<file path="src/rtl/db15_shift_reader.sv">
// DB15 UserIO joystick front end: clocks two cascaded PISO shift registers,
// assembles both 12-button player words and publishes them once per frame.
//
// state   | meaning
// S_IDLE  | gap between frames, JOY_LOAD high, JOY_CLK low
// S_LOAD  | parallel-load strobe held low
// S_LOW   | JOY_CLK low half; sample bit k on the last cycle
// S_HIGH  | JOY_CLK high half; advance k or finish the frame
// S_LATCH | one-cycle publish of both player words with frame_done
module db15_shift_reader #(
  parameter int CLK_DIV     = 24,
  parameter int NBITS       = 12,
  parameter int IDLE_CYCLES = 1000
) (
  input  logic        clk_sys,
  input  logic        reset,
  input  logic        JOY_DATA,
  output logic        JOY_CLK,
  output logic        JOY_LOAD,
  output logic [15:0] joystick1,
  output logic [15:0] joystick2,
  output logic        frame_done
);

  localparam int CMAX = (CLK_DIV > IDLE_CYCLES) ? CLK_DIV : IDLE_CYCLES;
  localparam int CW   = $clog2(CMAX);
  localparam int FB   = 2 * NBITS;
  localparam int KW   = $clog2(FB);

  localparam logic [CW-1:0] DIV_LAST  = CW'(CLK_DIV - 1);
  localparam logic [CW-1:0] IDLE_LAST = CW'(IDLE_CYCLES - 1);
  localparam logic [KW-1:0] K_LAST    = KW'(FB - 1);

  typedef enum logic [2:0] {S_IDLE, S_LOAD, S_LOW, S_HIGH, S_LATCH} state_t;

  state_t          state, state_nx;
  logic [CW-1:0]   cnt, cnt_nx;
  logic [KW-1:0]   k, k_nx;
  logic            sample;
  logic [FB-1:0]   shreg;
  logic            sync1, sync2;
  logic [NBITS-1:0] p1, p2;

  // Buttons are active-low on the wire; first bit shifted ends up at index 0.
  assign p1 = ~shreg[NBITS-1:0];
  assign p2 = ~shreg[FB-1:NBITS];

  always_comb begin
    state_nx = state;
    cnt_nx   = cnt - 1'b1;
    k_nx     = k;
    sample   = 1'b0;
    case (state)
      S_IDLE:
        if (cnt == '0) begin
          state_nx = S_LOAD;
          cnt_nx   = DIV_LAST;
        end
      S_LOAD:
        if (cnt == '0) begin
          state_nx = S_LOW;
          cnt_nx   = DIV_LAST;
          k_nx     = '0;
        end
      S_LOW:
        if (cnt == '0) begin
          sample   = 1'b1;
          state_nx = S_HIGH;
          cnt_nx   = DIV_LAST;
        end
      S_HIGH:
        if (cnt == '0) begin
          cnt_nx = DIV_LAST;
          if (k == K_LAST) begin
            state_nx = S_LATCH;
          end else begin
            k_nx     = k + 1'b1;
            state_nx = S_LOW;
          end
        end
      S_LATCH: begin
        state_nx = S_IDLE;
        cnt_nx   = IDLE_LAST;
      end
      default: begin
        state_nx = S_IDLE;
        cnt_nx   = IDLE_LAST;
      end
    endcase
  end

  // Outputs are registered from the next state so they line up with it.
  always_ff @(posedge clk_sys) begin
    if (reset) begin
      state      <= S_IDLE;
      cnt        <= IDLE_LAST;
      k          <= '0;
      shreg      <= '0;
      sync1      <= 1'b0;
      sync2      <= 1'b0;
      JOY_CLK    <= 1'b0;
      JOY_LOAD   <= 1'b1;
      joystick1  <= '0;
      joystick2  <= '0;
      frame_done <= 1'b0;
    end else begin
      state      <= state_nx;
      cnt        <= cnt_nx;
      k          <= k_nx;
      sync1      <= JOY_DATA;
      sync2      <= sync1;
      if (sample) shreg <= {sync2, shreg[FB-1:1]};
      JOY_CLK    <= (state_nx == S_HIGH);
      JOY_LOAD   <= (state_nx != S_LOAD);
      frame_done <= (state_nx == S_LATCH);
      if (state_nx == S_LATCH) begin
        joystick1 <= 16'(p1);
        joystick2 <= 16'(p2);
      end
    end
  end

endmodule

</file>
<file path="config.mk">
export PLATFORM = sky130hd
export DESIGN_NAME = db15_shift_reader
export DESIGN_NICKNAME = d
export VERILOG_FILES = /design/src/rtl/db15_shift_reader.sv
export SDC_FILE = /design/constraint.sdc
export NUM_CORES = 1
export LEC_CHECK = 0
export BUFFER_PORTS_ARGS = -buffer_cell sky130_fd_sc_hd__buf_4
export CORE_MARGIN = 2
export CORE_UTILIZATION = 55
export CTS_CLUSTER_SIZE = 16
export DETAILED_ROUTE_END_ITERATION = 10
export GPL_TIMING_DRIVEN = 0
export PLACE_DENSITY = 0.76
export RECOVER_POWER = 50
export SYNTH_ARGS = -nofsm -noshare
export SYNTH_HDL_FRONTEND = slang
export SYNTH_SLANG_ARGS = --single-unit
</file>
<file path="constraint.sdc">
create_clock -name clk_sys -period 2.2 [get_ports clk_sys]
set_input_delay 0.11 -clock clk_sys [delete_from_list [all_inputs] [get_ports clk_sys]]
set_output_delay 0.11 -clock clk_sys [all_outputs]
set_load 0.1 [all_outputs]
</file>
==> flow_summary.ini, run 1 <==
[pwr]
vdd.ir_drop.worst_v = 0.000451
p_comb_share_pct = 5.5
pwr-share-seq_pct = 54.3
switching_share_pct = 24.2
power_switching_uw = 576
power_density_nw_per_um2 = 710
p_int_mw = 1.81
p_clk_share_pct = 40.2
finalPower_mw = 2.38
leakage_nw = 1.18

[route]
vias_per_cell = 5.56
wl_per_cell_um = 14.6
vias = 2532
drc = 0
ant_nets = 0
drt-initial-drc-count = 145
routed_wl_mm = 6.65
dr.pass1.iters = 4

[floorplanning]
io_pins = 38
dieWidth_um = 76.8
die_height_um = 76.8
start_util_pct = 57.1
fp-row-count = 26
dieArea_um2 = 5900
core_area_um2 = 5110

[setup_path]
end_kind = flip-flop
critPathKind = flip-flop to flip-flop
path_max_fanout = 10
r2r_cells = 5
crit_required_ps = 2410
arrival_ps = 2150
cp-start-kind = flip-flop

[cells_and_area]
fillCellCount = 472
nets = 387
antenna_cells = 0
layout-drive-gt1-share_pct = 9.35
synthToLayoutAreaGrowth_pct = 15.2
layout_common_cells = dfxtp_1 (71), nand2_1 (53), clkbuf_1 (49), a21oi_1 (30), nor2b_1 (29)
layout_commonest_cell = dfxtp_1
final_cell_count_no_fill = 455

[timing]
setup_viol = 0
tightest_slew_ps = 1180
skew_ps = 10.8
min_period_ps = 1940
layout_setup_ws_ps = 259
setup-tns-final_ps = 0
hold_violations = 0
hold_ws_ps = 423
fmax_ghz = 0.515
rsz0062_at_grt = no
slew_viol_final = 0
min_period_over_period_pct = 88.2
relSlewSlack_pct = 21.4

[yosys]
synth_edf_count = 0
yosys.area.top_type = dfxtp_1
ys_seq_area_share_pct = 48.8
syn_inst = 331
yosysTopAreaCellShare_pct = 48.8
yosysWarnings = 0
synth_area_leaders = dfxtp_1 (49%), o41ai_1 (7.2%), nand2_1 (6.8%), nor2b_1 (6.2%), a21oi_1 (5.2%)
ys_types = 39
synthArstFlopShare_pct = 0
synth_ff_type = dfxtp_1
syn-cell-area_um2 = 2910
ys_ff_latch = 71
avgSynthCellArea_um2 = 8.80

[global_route]
grt_start_max_net_pins = 12
antenna_found_initial = 0
grt_first_pass_wirelength_mm = 11.1
grt_util_all_layers_pct = 23.6
first_global_vias = 2386
grt-ovfl-total = 0

[status]
status = finished clean

[place]
placedCellCount = 437
dp_hpwl_mm = 4.40
io_buffers = 29
pre_cts_slack_ps = 76.4
gp_congestion = 0.764

[clock_network]
cts-root-buf = clkbuf_8
clkTransAtPathRegs_ps = 70
clockBufferDepth = 2
clkLatencyLatePin_ps = 340
ctsHtreeMaxLevel = 3
cts_tree = yes
clock_sinks = 71
numCtsBuffers = 9

[worst_hold_path]
hold_depth = 1
hold_class = flip-flop to flip-flop

[job]
maxCapViolations = 0
[Yosys cell counts (2+ instances only)]
| cell | instances |
|---|---|
| o21ai_0 | 28 |
| or4_1 | 4 |
| xor2_1 | 2 |
| nor3_1 | 6 |
| nand3_1 | 7 |
| a211o_1 | 2 |
| ha_1 | 3 |
| clkbuf_1 | 21 |
| o41ai_1 | 24 |
| or3_1 | 2 |
| nand4_1 | 3 |
| nand2b_1 | 2 |
| buf_2 | 3 |
| a211oi_1 | 2 |
| and4_1 | 2 |
| dfxtp_1 | 71 |
| nor2_1 | 6 |
| a21oi_1 | 30 |
| nand2_1 | 53 |
| a21o_1 | 2 |
| xnor2_1 | 2 |
| buf_4 | 8 |
| inv_1 | 4 |
| nor2b_1 | 29 |
[flip-flops by register name (all words and copies together) (netlist names)]
| register | cells |
|---|---|
| joystick2 | 12 |
| shreg | 24 |
| sync1 | 1 |
| frame_done | 1 |
| cnt | 10 |
| sync2 | 1 |
| k | 5 |
| JOY_LOAD | 1 |
| joystick1 | 12 |
| state | 3 |
| JOY_CLK | 1 |
[per-stage QoR]
stage / util [%] / instance area [um2]
global placement: 63.5 / 3250
floorplan: - / 2940
global route: 65.8 / 3360
detailed placement: 63.5 / 3250
finish: 65.8 / 3360
CTS: 67.3 / 3440
[final timing paths]
| check | startpoint | slack (ps) | end |
|---|---|---|---|
| worst min register to register | cnt[0] | 420 | cnt[0] |
| worst max register to register | cnt[2] | 260 | shreg[4] |
| worst max-delay path | cnt[2] | 260 | shreg[4] |
| worst min-delay path | cnt[0] | 420 | cnt[0] |
[worst max-delay path, stage by stage (launching register included)]
cell and delay, ps:
dfxtp_1 350, nor2_1 530, nand4_1 400, clkbuf_1 330, nand2_1 130, a21oi_1 70
[cell type report]
type	instances	area (um2)	area share (%)
multi-input cells	230	1360	40.4
flip-flops and latches	71	1420	42.3
clock inverters	3	17.5	0.522
plain buffers	33	158	4.69
clock buffers	12	165	4.92
repair buffers	32	138	4.10
well taps	70	87.6	2.61
inverters	4	15.0	0.447
[cell families (layout without fill, tap and decap cells)]
kind of cell / Yosys count / after routing / share of synthesized area, %
AOI/OAI and AO/OA: 91 / 91 / 19.7
and+or+nand+nor: 122 / 122 / 22.3
adders and majority gates: 3 / 3 / 1.29
muxes: 2 / 2 / 0.730
DFF: 71 / 71 / 48.8
xor gates and xnor gates: 4 / 4 / 1.20
buffers and inverters: 37 / 84 / 5.93
other: 1 / 8 / 0.129
[layer usage]
metal | GRT usage, % | share of wire (%) | up-vias
li1 | - | - | 1261
met1 | 29.7 | 45 | 1206
met2 | 38.8 | 49 | 55
met3 | 5.29 | 4.6 | 10
met4 | 10.4 | 1.4 | 0
met5 | 0 | 0 | -
[timing repair]
item                                    4_1_cts  5_1_grt
hold buffers                                  1        0
setup buffers                                 0        2
resized for setup                             0        2
endpoints found under the setup margin        0       45
hold endpoints to repair                      1        0
[power by group through the flow]
stage                     sequential, mW  combinational, mW  clock (mW)
final                               1.30              0.130       0.958
after floorplan                     1.32              0.109           0
after CTS                           1.30              0.130       0.972
after global routing                1.30              0.138        1.02
after detailed placement            1.33              0.128           0
after global placement              1.33              0.127           0
(Power assumes the default switching activity.)
==> run 2, diff against run 1 <==
==> constraint.sdc (replaced) <==
create_clock -name clk_sys -period 2.2 [get_ports clk_sys]
set_input_delay 0.44 -clock clk_sys [delete_from_list [all_inputs] [get_ports clk_sys]]
set_output_delay 0.44 -clock clk_sys [all_outputs]
set_load 0.1 [all_outputs]
==> run 2 against run 1 <==
  * Non-clock buffer count shrank 1
  * Die area stayed put
  * Clock skew decreased by 3.3 ps
  * Combinational power about the same
  * Cell area up 0.71%
  * Critical path type unchanged
  * Highest routed layer unchanged
==> flow_summary.ini, run 2 (synthesized netlist as in run 1, its figures left out) <==
[floorplanning]
start_util_pct = 57.1
core_area_um2 = 5110
fp-row-count = 26
io_pins = 38
dieArea_um2 = 5900
dieWidth_um = 76.8
die_height_um = 76.8

[timing]
relSlewSlack_pct = 55.3
setup_viol = 0
rsz0062_at_grt = no
slew_viol_final = 0
setup-tns-final_ps = 0
tightest_slew_ps = 668
hold_ws_ps = 310
min_period_over_period_pct = 88.1
min_period_ps = 1940
fmax_ghz = 0.516
skew_ps = 7.51
hold_violations = 0

[place]
io_buffers = 29
dp_hpwl_mm = 4.40
placedCellCount = 437
gp_congestion = 0.764

[status]
status = finished clean

[route]
vias_per_cell = 5.54
drt-initial-drc-count = 145
ant_nets = 0
routed_wl_mm = 6.57
drc = 0
vias = 2515
wl_per_cell_um = 14.5
dr.pass1.iters = 4

[setup_path]
end_kind = flip-flop
cp-start-kind = flip-flop
r2r_cells = 7
r2r_slack_ps = 260
critical_path_buf_inv_count = 3
path_max_fanout = 10
critPathKind = flip-flop to flip-flop
r2r-start = cnt[0]
path_delay_family = buffers and inverters
crit_required_ps = 2430
r2r_end = joystick1[5]
cpPeakStageDelay_ps = 350
crit_slowest_cell = o41ai_1
worstPathCellList = inv_1 -> ha_1 -> nor4b_4 -> buf_4 -> nand4_4 -> clkbuf_1 -> o41ai_1
arrival_ps = 2160

[cells_and_area]
largest_reg_flops = 24
antenna_cells = 0
multi_input_area_um2 = 1360
layout_common_cells = dfxtp_1 (71), nand2_1 (53), a21oi_1 (30), nor2b_1 (29), o21ai_0 (28)
top_register = shreg
seq_area_um2 = 1420
layout-drive-gt1-share_pct = 16.4
layout_commonest_cell = dfxtp_1
final_cell_count_no_fill = 454
fillCellCount = 461
reg.largest.list = shreg (24), joystick1 (12), joystick2 (12)
nets = 386
synthToLayoutAreaGrowth_pct = 16.1

[clock_network]
clock_sinks = 71
clockBufferDepth = 2
clkTransAtPathRegs_ps = 70
ctsHtreeMaxLevel = 3
clkLatencyLatePin_ps = 340
cts_tree = yes
cts-root-buf = clkbuf_8
numCtsBuffers = 9

[worst_hold_path]
hp-start = JOY_DATA
min_to = sync1
hold_class = input port to flip-flop
hold_depth = 2

[global_route]
grt_first_pass_wirelength_mm = 11.2
grt_start_max_net_pins = 12
first_global_vias = 2392
antenna_found_initial = 0
grt_util_all_layers_pct = 23.6
grt-ovfl-total = 0

[pwr]
finalPower_mw = 2.38
vdd.ir_drop.worst_v = 0.000443
leakage_nw = 1.26
power_density_nw_per_um2 = 704

[job]
maxCapViolations = 0
-- run 2: cell count changes in the layout (fill, tap and decap cells not counted) --
cell / change
clkbuf_1: -27
clkbuf_2: +27
dlygate4sd3_1: -1
-- run 2: where the power goes --
part           total, mW  internal, mW  switching, mW
registers           1.30          1.29        0.00466
clock network      0.957         0.491          0.465
logic              0.128        0.0241          0.104
total               2.38          1.81          0.574
-- run 2: repair_timing --
action                     CTS  global route
setup endpoints to repair    0            45
hold buffers                 0             0
gates resized for setup      0             2
buffers inserted             0             2
-- run 2: area by class of cell --
type / count / area share, %
Multi-Input combinational cell: 230 / 40.1
Clock inverter: 3 / 0.518
Clock buffer: 12 / 4.88
Timing Repair Buffer: 31 / 4.77
Tap cell: 70 / 2.59
Sequential cell: 71 / 42.0
Inverter: 4 / 0.444
Buffer: 33 / 4.66
-- run 2: worst register-to-register path: cells and delay by family (launching register included) --
kind	cells	cell delay (ps)
AO/OA/AOI/OAI	1	350
adder cells (fa/ha/maj)	1	170
buffers and inverters	3	600
flip-flops	1	330
AND/OR/NAND/NOR	2	360
-- run 2: worst max path at each step --
stage,startpoint,to,slack [ps],depth (start not counted)
detailed placement,cnt[0],JOY_LOAD,80,6
finish,cnt[0],joystick1[5],260,7
global route,cnt[0],joystick2[7],20,7
floorplan,cnt[0],JOY_LOAD,380,6
CTS,cnt[0],JOY_LOAD,50,6
global placement,cnt[0],JOY_LOAD,110,6
-- run 2: per-layer routing --
layer | track usage [%] | routed length [um] | up-vias
met5 | 0 | 0 | -
met1 | 29.8 | 2970 | 1193
met2 | 38.8 | 3210 | 53
met4 | 10.4 | 90 | 0
li1 | - | - | 1261
met3 | 5.29 | 300 | 8
-- run 2: stage by stage --
step,cell area (um2),setup WS (ps),util (%)
after floorplan,2940,376,-
after global placement,3250,109,63.5
after detailed placement,3250,76.4,63.5
after CTS,3430,47.8,67.1
after global routing,3380,24.1,66.2
final,3380,261,66.2
==> run 3, diff against run 2 <==
--- a/config.mk
+++ b/config.mk
@@ -5,12 +5,14 @@
 export SDC_FILE = /design/constraint.sdc
 export NUM_CORES = 1
 export LEC_CHECK = 0
+export ABC_AREA = 1
 export BUFFER_PORTS_ARGS = -buffer_cell sky130_fd_sc_hd__buf_4
 export CORE_MARGIN = 2
 export CORE_UTILIZATION = 55
 export CTS_CLUSTER_SIZE = 16
 export DETAILED_ROUTE_END_ITERATION = 10
 export GPL_TIMING_DRIVEN = 0
+export HOLD_SLACK_MARGIN = 0.1
 export PLACE_DENSITY = 0.76
 export RECOVER_POWER = 50
 export SYNTH_ARGS = -nofsm -noshare
==> run 3 against run 2 <==
  * Clock skew is 4.0 ps higher
  * Utilization down 0.25 points
  * Register-to-register slack improved by 100 ps
  * Non-clock buffer count is 11 lower
  * Die area grew 10%
  * Via count rose by 6.2%
  * Sequential cell count stayed put
  * Hold slack worse by 3.2 ps
  * Clock-buffer cell count unchanged
  * Largest cell class unchanged
==> flow_summary.ini, run 3 <==
[yosys]
yosys-top-cells-count = nand2_1 (105), inv_1 (97), nor2_1 (90), dfxtp_1 (71), o21ai_0 (21)
yosysTopAreaCellShare_pct = 44.1
yosysMostFrequentCell = nand2_1
ys_seq_area_share_pct = 44.1
syn_inst = 468
yosysWarnings = 0
synthArstFlopShare_pct = 0
avgSynthCellArea_um2 = 6.89
yosys.area.top_type = dfxtp_1
ys_types = 30
syn-cell-area_um2 = 3220
synth_edf_count = 0
synth_ff_type = dfxtp_1
ys_ff_latch = 71
synth_area_leaders = dfxtp_1 (44%), nand2_1 (12%), inv_1 (11%), nor2_1 (10%), o21ai_0 (3.3%)

[clock_network]
clkTransAtPathRegs_ps = 70
numCtsBuffers = 9
clockBufferDepth = 2
cts_tree = yes
clock_sinks = 71
ctsHtreeMaxLevel = 3
postCtsSetupRepairBufs = 0
postCtsHoldBufs = 0
cts_resized = 0
clkLatencyLatePin_ps = 340
cts-root-buf = clkbuf_8

[place]
dp_hpwl_mm = 4.25
gp_congestion = 0.825
io_buffers = 29
placedCellCount = 576

[timing]
setup-tns-final_ps = 0
min_period_ps = 1840
tightest_slew_ps = 546
hold_ws_ps = 307
setup_viol = 0
relSlewSlack_pct = 63.5
hold_violations = 0
min_period_over_period_pct = 83.6
rsz0062_at_grt = no
skew_ps = 11.5
slew_viol_final = 0
fmax_ghz = 0.544

[pwr]
finalPower_mw = 2.49
power_density_nw_per_um2 = 677
switching_share_pct = 23.5
power_switching_uw = 585
p_comb_share_pct = 5.2
vdd.ir_drop.worst_v = 0.000651
leakage_nw = 1.91
p_int_mw = 1.91
p_clk_share_pct = 42.8
pwr-share-seq_pct = 52.0

[cells_and_area]
largest_reg_flops = 24
top_register = shreg
layout-drive-gt1-share_pct = 12.9
layout_common_cells = nand2_1 (106), inv_1 (97), nor2_1 (90), dfxtp_1 (71), clkbuf_2 (27)
layout_commonest_cell = nand2_1
synthToLayoutAreaGrowth_pct = 14.1
reg.largest.list = shreg (24), joystick1 (12), joystick2 (12)
nets = 521
antenna_cells = 0
final_cell_count_no_fill = 592

[setup_path]
startpoint = cnt[0]
cp-start-kind = flip-flop
arrival_ps = 2070
critPathKind = flip-flop to flip-flop
path_max_fanout = 10
r2r-start = cnt[0]
crit_required_ps = 2430
r2r_cells = 8
r2r_slack_ps = 360
end_kind = flip-flop
worstSetupEndpoint = joystick2[3]
r2r_end = joystick2[3]

[floorplanning]
io_pins = 38
dieWidth_um = 80.6
dieArea_um2 = 6490
die_height_um = 80.6
core_area_um2 = 5570
fp-row-count = 27
start_util_pct = 57.8

[job]
maxCapViolations = 0

[route]
drc = 0
dr.pass1.iters = 4
drt-initial-drc-count = 94
ant_nets = 0
wl_per_cell_um = 10.0
vias = 2670
routed_wl_mm = 5.95
vias_per_cell = 4.51

[global_route]
grt_start_max_net_pins = 13
first_global_vias = 2480
antenna_found_initial = 0
grt-ovfl-total = 0
grt_util_all_layers_pct = 20.5
grt_first_pass_wirelength_mm = 10.5

[status]
status = finished clean

[worst_hold_path]
hp-start = JOY_DATA
hold_class = input port to flip-flop
run 3: cell types whose count changed in the layout (fill, tap and decap cells not counted), moves of 12 or more:
cell and delta:
nand3_1 +12, nor2_1 +84, o41ai_1 -24, nand2_1 +53, inv_1 +93, a21oi_1 -20
clkbuf_1 -14, nor2b_1 -29
run 3: kinds of logic after synthesis:
family,after synthesis,synth area share (%)
fa+ha+maj,3,1.16
compound gates,43,6.99
flops,71,44.1
xor+xnor,3,0.815
other cells,1,0.116
simple gates,226,29.9
buf+inv,121,17.0
run 3: critical path, cell delays in order (launching register included):
cell	delay, ps
dfxtp_1	320
inv_1	130
ha_1	260
nand4_4	140
nor2_8	150
nand3_1	260
buf_6	240
o21ai_0	170
nor2_1	60
run 3: final cells by class:
type                    count  area [um2]
inverters                  97         364
fillers                   531        1900
plain buffers              24         181
clock inverters             4        53.8
multi-input cells         283        1260
clock buffers              12         155
flip-flops and latches     71        1420
repair buffers             29         150
well taps                  72        90.1
run 3: per-stage QoR:
step	util [%]	worst slack [ps]	cell area [um2]
final	66.0	361	3680
after floorplan	-	718	3250
after global routing	66.0	185	3680
after global placement	63.8	445	3560
after CTS	67.6	464	3770
after detailed placement	63.8	444	3560
run 3: metal layers:
metal  wire [um]  GRT usage [%]
met1        2980           26.0
met2        2630           33.8
met3         230           4.04
met4         104           8.64
met5           0              0
run 3: how the worst min path moves through the flow:
stage,endpoint,slack [ps],depth (start not counted)
3_5_place_dp,sync2,400,2
4_1_cts,sync1,300,3
5_1_grt,sync1,320,3
2_1_floorplan,cnt[0],370,1
3_3_place_gp,cnt[0],370,1
6_report,sync1,310,3
run 3: power groups by stage:
stage | registers, mW | clock network (mW) | logic [mW]
2_1_floorplan | 1.32 | 0 | 0.113
3_3_place_gp | 1.33 | 0 | 0.128
3_5_place_dp | 1.33 | 0 | 0.129
4_1_cts | 1.30 | 1.09 | 0.129
5_1_grt | 1.30 | 1.14 | 0.140
6_report | 1.30 | 1.07 | 0.128
